==> src/rtl/mem_arbiter.sv <==
`default_nettype none
// ============================================================================
// Module   : mem_arbiter
// Brief    : Shares one single-port memory between the instruction-fetch port
//            and the data load/store port. It handles one transaction at a
//            time. Grants alternate between the ports, so neither port starves.
// Revision : 1.0 - initial release
// ============================================================================
module mem_arbiter #(
  parameter int ADDR_WIDTH  = 32,
  parameter int DATA_WIDTH  = 32,
  parameter int MEM_LATENCY = 1
) (
  input  logic                    clk,
  input  logic                    reset_n,
  // instruction-fetch port (read-only)
  input  logic                    i_req,
  input  logic [ADDR_WIDTH-1:0]   i_addr,
  output logic                    i_ready,
  output logic                    i_rvalid,
  output logic [DATA_WIDTH-1:0]   i_rdata,
  // data load/store port
  input  logic                    d_req,
  input  logic                    d_we,
  input  logic [ADDR_WIDTH-1:0]   d_addr,
  input  logic [DATA_WIDTH-1:0]   d_wdata,
  input  logic [DATA_WIDTH/8-1:0] d_wstrb,
  output logic                    d_ready,
  output logic                    d_rvalid,
  output logic [DATA_WIDTH-1:0]   d_rdata,
  // shared memory
  output logic                    mem_en,
  output logic                    mem_we,
  output logic [ADDR_WIDTH-1:0]   mem_addr,
  output logic [DATA_WIDTH-1:0]   mem_wdata,
  output logic [DATA_WIDTH/8-1:0] mem_wstrb,
  input  logic [DATA_WIDTH-1:0]   mem_rdata
);

  localparam int c_CNT_W = $clog2(MEM_LATENCY + 1);
  localparam int c_STRB_W = DATA_WIDTH / 8;

  typedef enum logic [0:0] {
    ST_IDLE = 1'b0,
    ST_WAIT = 1'b1
  } state_t;

  state_t               r_state;
  logic                 r_owner;   // 0 = data, 1 = fetch
  logic                 r_prio;    // 0 = data first, 1 = fetch first
  logic [c_CNT_W-1:0]   r_cnt;

  logic w_idle;
  logic w_grant_d;
  logic w_grant_i;
  logic w_last;

  // Arbitration decision: only in IDLE and never while reset is asserted.
  always_comb begin
    w_idle    = (r_state == ST_IDLE) && reset_n;
    w_grant_d = w_idle && d_req && (!i_req || !r_prio);
    w_grant_i = w_idle && i_req && (!d_req ||  r_prio);
    w_last    = (r_state == ST_WAIT) && (r_cnt == c_CNT_W'(1)) && reset_n;
  end

  // Handshakes and read-return strobes for both requesters.
  always_comb begin
    d_ready  = w_grant_d;
    i_ready  = w_grant_i;
    i_rvalid = w_last &&  r_owner;
    d_rvalid = w_last && !r_owner;
    i_rdata  = mem_rdata;
    d_rdata  = mem_rdata;
  end

  // Memory command mux; address/data/strobes are zero unless a grant is issued.
  always_comb begin
    mem_en    = w_grant_d || w_grant_i;
    mem_we    = w_grant_d && d_we;
    mem_addr  = '0;
    mem_wdata = '0;
    mem_wstrb = '0;
    if (w_grant_d) begin
      mem_addr  = d_addr;
      mem_wdata = d_wdata;
      mem_wstrb = d_wstrb;
    end else if (w_grant_i) begin
      mem_addr  = i_addr;
      mem_wdata = '0;
      mem_wstrb = c_STRB_W'(0);
    end
  end

  // Control FSM: writes complete in the grant cycle; reads wait out the latency.
  always_ff @(posedge clk) begin
    if (!reset_n) begin
      r_state <= ST_IDLE;
      r_owner <= 1'b0;
      r_prio  <= 1'b0;
      r_cnt   <= '0;
    end else begin
      case (r_state)
        ST_IDLE: begin
          if (w_grant_d || w_grant_i) begin
            // Hand priority to the port that did not win, contended or not.
            r_prio <= w_grant_d;
            if (w_grant_i || !d_we) begin
              r_owner <= w_grant_i;
              r_cnt   <= c_CNT_W'(MEM_LATENCY);
              r_state <= ST_WAIT;
            end
          end
        end
        ST_WAIT: begin
          r_cnt <= r_cnt - c_CNT_W'(1);
          if (r_cnt == c_CNT_W'(1)) begin
            r_state <= ST_IDLE;
          end
        end
        default: r_state <= ST_IDLE;
      endcase
    end
  end

endmodule
`default_nettype wire
==> config.mk <==
export PLATFORM = sky130hd
export DESIGN_NAME = mem_arbiter
export DESIGN_NICKNAME = d
export VERILOG_FILES = /design/src/rtl/mem_arbiter.sv
export SDC_FILE = /design/constraint.sdc
export NUM_CORES = 1
export LEC_CHECK = 0
export ABC_AREA = 1
export CAP_MARGIN = 20
export CORE_AREA = 2 2 108 110
export CTS_CLUSTER_DIAMETER = 150
export CTS_CLUSTER_SIZE = 20
export DETAILED_ROUTE_END_ITERATION = 6
export DIE_AREA = 0 0 110 112
export PLACE_DENSITY = 0.61
export SLEW_MARGIN = 5
export SYNTH_ARGS = -nofsm -noshare
export SYNTH_HDL_FRONTEND = slang
export SYNTH_SLANG_ARGS = --single-unit
==> constraint.sdc <==
create_clock -name clk -period 3.45 [get_ports clk]
set_clock_uncertainty 0.05 [all_clocks]
set_input_delay 0.69 -clock clk [delete_from_list [all_inputs] [get_ports clk]]
set_output_delay 0.69 -clock clk [all_outputs]
set_load 0.01 [all_outputs]
## Word level (Yosys, flattened, before mapping)

Index checks and enable logic that the tools add are counted.

- Add/sub/neg operators: 1
- Eq/ne operators: 2
- Mux-type cells: 11
- Bitwise logic cells: 1
- Reductions and logical operators: 22

Operators with widths:

| kind | number |
|---|---|
| $mux 32 | 3 |
| $logic_and 1x1->1 | 10 |
| $logic_not 1->1 | 5 |
| $mux 1 | 5 |
| $logic_or 1x1->1 | 4 |
| $mux 4 | 1 |
| $pmux 1 s2 | 2 |
| $reduce_and 2->1 | 2 |
| $reduce_and 3->1 | 1 |
| $ne 2x1->1 const B | 1 |
| $ne 2x2->1 const B | 1 |
| $not 1->1 | 1 |
| $sub 1x1->1 const B | 1 |

- Bits in registers: 4
- Bits of input ports: 137
- Output and inout bits: 138
- Word-level logic and storage cells: 41

## Depth between registers and ports, before layout

- Word-level depth: 8
- Gate-level depth with buffers: 8
- Depth with buffers taken out: 7

## Least setup slack after synthesis

OpenSTA, ideal clock, no wires.

- Path kind: input to output
- From: input port i_req
- To: output port mem_en
- Arrival time: 1293 ps
- Setup slack: 1417 ps
- Stages on the path: 5
- Cell sequence: nand2_1 > nand3_4 > buf_6 > buf_8 > nand2_1

- Cells in the longest elaborated chain, start to end: 4
- Elaborated cells between the ends (all ways): 6
- Classes of those cells: reduce/logical: 6

RTL lines:

| element | RTL line | source |
|---|---|---|
| start, declared | 17 | `input logic i_req,` |
| $logic_not 1->1 | 61 | `w_grant_d = w_idle && d_req && (!i_req \|\| !r_prio);` |
| $logic_or 1x1->1 | 61 |  |
| $logic_and 1x1->1 | 61 |  |
| $logic_or 1x1->1 (*) | 78 | `mem_en = w_grant_d \|\| w_grant_i;` |
| end, declared | 32 | `output logic mem_en,` |

Mark *: on every way between the ends. The rest lies on a longest branch, timed or not.

## Worst setup path in the final report

- From: input port reset_n
- To: output port mem_addr[26]

- Cells in the longest elaborated chain, start to end: 5
- Elaborated cells between the ends (all ways): 7
- Classes of those cells: mux: 2; reduce/logical: 5

RTL lines:

| element | RTL line | source |
|---|---|---|
| start, declared | 15 | `input logic reset_n,` |
| $logic_and 1x1->1 (*) | 60 | `w_idle = (r_state == ST_IDLE) && reset_n;` |
| $logic_and 1x1->1 (2 in series) | 62 | `w_grant_i = w_idle && i_req && (!d_req \|\| r_prio);` |
| $mux 32 | 87 | `end else if (w_grant_i) begin` |
| $mux 32 (*) | 83 | `if (w_grant_d) begin` |
| end, declared | 34 | `output logic [ADDR_WIDTH-1:0] mem_addr,` |

Marks and branches as above.

==> parameters.txt <==
Parameter                              Value

Run status
  Outcome    finished, final reports clean

Clock network
  TritonCTS clock tree    yes
  Clock tree sinks    4
  CTS Hold Bufs    0
  Clock latency on the worst-skew pair    220 ps
  Number of buffers created by CTS    3
  Library cell used as clock root buffer    sky130_fd_sc_hd__clkbuf_16
  Gates resized, CTS repair    0
  Clock edge transition at the registers on the reported setup and hold paths    roughly 30 ps
  Clock H-tree levels    1
  Maximum clock path buffer count    2
  Post-CTS Setup Bufs    0

Drt
  Wire length after detailed routing    5098 um
  Number of optimization iterations in the first detailed-route pass    4
  Number of vias per cell after detailed routing    3.560
  Routed Antenna Nets    0
  Remaining routing DRC violations    0
  Detail-routed net length per standard cell    between 9 and 10 um
  Number of vias after detailed routing    1887
  Starting DRT DRC Count    74

Power and ir drop
  Internal power of the cells    0.4253 mW
  Net Sw Frac    28.41%
  Gate power share    60.5%
  Power density relative to cell area    between 150 and 200 mW/mm^2
  Net switching power of the design    0.1687 mW
  Clock power share    30.0%
  Max rail drop VDD    0.0001415 V
  Share of total power in sequential cells    9.5%
  Leakage power of the design    1.403 nW

Synth
  Sequential fraction of the synthesis area    5.369%
  Synth Area in Compound Gates    0%
  Yosys synthesis warning count    0
  Number of synthesized flops with an enable pin    0
  Proportion of synthesized area in mux cells    0%
  Count of mapped cells out of synthesis    277
  Synth Net Count    414
  Count of state elements after synthesis    4
  Area share of fa/ha/maj cells after synthesis    0%
  Combinational family with the most area after synthesis    buffers and inverters
  Synth Area in XOR/XNOR    0%
  Yosys cell types    15
  Primary FF master, synth    sky130_fd_sc_hd__dfxtp_1
  Avg Cell Area, Syn    5.384 um^2
  Simple-Gate Fraction of Synth Area    45.30%
  Netlist area before placement    0.001491 mm^2
  Share of flip-flops with an asynchronous set or reset    0%

Setup path
  Critical Path End Type    output port
  Critical Path Start Type    input pin
  Crit path kind    input pin to output port
  Maximum fanout encountered on the critical timing path    33
  Critical Path RT    2710 ps
  Critical Path AT    around 2500 ps

Timing
  RSZ-0062 raised after global routing    no
  Remaining max-slew budget at the tightest pin    about 84%
  Final Critical Period    3255 ps
  Final period utilization    around 94%
  Total setup violations reported at the end of the flow    0
  Final Hold Fails    0
  Final worst slack    just under 200 ps
  Summed negative setup slack over all endpoints    0 ps
  Actual transition at the worst max-transition pin    between 200 and 250 ps
  Fmax    just over 0.3 GHz
  Max-slew violation count    0

Global route
  Leftover overflow at the end of global routing    0
  Antenna violations before repair    0
  Global-route wire length before repair    between 7000 and 8000 um
  Via count of the first global-routing pass    1730
  All-Layer GR Usage    7.225%
  Largest net degree at the start of global routing    40

Die
  Die height    112 um
  I/O pin cnt    around 280
  Std-Cell Rows    39
  Die Width    110 um
  Initial standard-cell utilization of the core    13.35%
  Core ar.    0.01117 mm^2
  Die Outline Area    between 0.01 and 0.015 mm^2

Cells and area
  Fraction of final layout cells with drive strength greater than 1    4.910%
  Antenna diode instance count    0
  Register cell area after layout    80.08 um^2
  Highest-count cells in the layout ignoring fill and taps    178 x sky130_fd_sc_hd__clkdlybuf4s50_1, 107 x sky130_fd_sc_hd__nand2_1, 42 x sky130_fd_sc_hd__inv_1
  Final net count    526
  Count of fill cells added during filler insertion    1231
  Final standard cell utilization of the core    between 20% and 30%
  Area used by multi-input combinational logic    between 600 and 700 um^2
  Layout Cells excl Fill    530
  P&R area growth vs syn    102.3%
  Most frequent standard cell in the layout excluding fill and tap cells    sky130_fd_sc_hd__clkdlybuf4s50_1
  Total non-filler cell area in the finished layout    a little over 0.003 mm^2

Place
  Placed instance count    approximately 530
  Worst slack at placement    172.5 ps
  Count of buffers from port buffering    about 180
  HPWL after DPL    4352 um
  GPL Wtd Cong    between 0.7 and 0.8
  Cell area after placement    0.002942 mm^2

Hold path
  Type of the most critical hold path    register to register

Job
  MaxCap Viol Count    0
==> stage by stage <==
step	power, mW	hold WS, ps
6_report	0.5940	428.6
3_5_place_dp	0.4202	419.3
5_1_grt	0.6334	449.1
2_1_floorplan	0.2587	393.2
3_3_place_gp	0.4171	418.0
4_1_cts	0.6033	425.3
==> registers in the layout (all words and copies together) (netlist names) <==
name	count
r_cnt	1
r_owner	1
r_prio	1
r_state	1
==> power groups by stage <==
stage	registers [mW]	clock network, mW	logic (mW)
2_1_floorplan	0.0564	0	0.202
3_3_place_gp	0.0571	0	0.360
3_5_place_dp	0.0572	0	0.363
4_1_cts	0.0566	0.182	0.365
5_1_grt	0.0575	0.185	0.391
6_report	0.0567	0.178	0.359
==> cell usage after synthesis, types with 2 or more instances <==
cell type | instances | area [um^2]
sky130_fd_sc_hd__nand3_1 | 2 | 10.01
sky130_fd_sc_hd__buf_4 | 67 | 503.0
sky130_fd_sc_hd__nor2_4 | 9 | 101.4
sky130_fd_sc_hd__buf_6 | 4 | 45.04
sky130_fd_sc_hd__clkbuf_1 | 2 | 7.510
sky130_fd_sc_hd__dfxtp_1 | 4 | 80.08
sky130_fd_sc_hd__inv_1 | 42 | 157.7
sky130_fd_sc_hd__nor2_1 | 33 | 123.9
sky130_fd_sc_hd__inv_2 | 2 | 7.510
sky130_fd_sc_hd__nand2_1 | 107 | 401.6
==> layout make-up <==
cell class                 count  area share (%)
tap                          143           5.931
multi-input combinational    155           22.40
sequential                     4           2.655
timing repair buffer         181           61.05
inverter                      44           5.475
clock buffer                   3           2.489
==> layer usage <==
layer	track usage [%]	up-vias	share of wire, %
met1	6.411	788	33
li1	-	942	-
met4	2.616	0	2.1
met3	3.689	20	17
met2	13.58	137	48
met5	0	-	0
==> worst max-delay path, cell delays in order <==
cell and delay (ps):
sky130_fd_sc_hd__clkdlybuf4s50_1 600, sky130_fd_sc_hd__nand2_1 100, sky130_fd_sc_hd__inv_2 90, sky130_fd_sc_hd__nand3_4 80
sky130_fd_sc_hd__inv_2 80, sky130_fd_sc_hd__buf_12 170, sky130_fd_sc_hd__nand2_1 70, sky130_fd_sc_hd__nand2_1 80
sky130_fd_sc_hd__clkdlybuf4s50_1 540
==> cell families (layout without fill, tap and decap cells) <==
logic type	Yosys count	count (layout)
and+or+nand+nor	155	155
buffers and inverters	118	228
DFF	4	4
==> path summary, 6_finish.rpt <==
kind	from	to	slack [ps]	depth (start not counted)
hold reg to reg	r_cnt$_SDFFE_PN0P_	r_cnt$_SDFFE_PN0P_	430	2
setup reg to reg	r_state$_SDFF_PN0_	r_cnt$_SDFFE_PN0P_	2290	8
setup / recovery	reset_n	mem_addr[26]	190	9
hold / removal	r_cnt$_SDFFE_PN0P_	r_cnt$_SDFFE_PN0P_	430	2
Note: power is estimated with default switching activity, not from simulation.
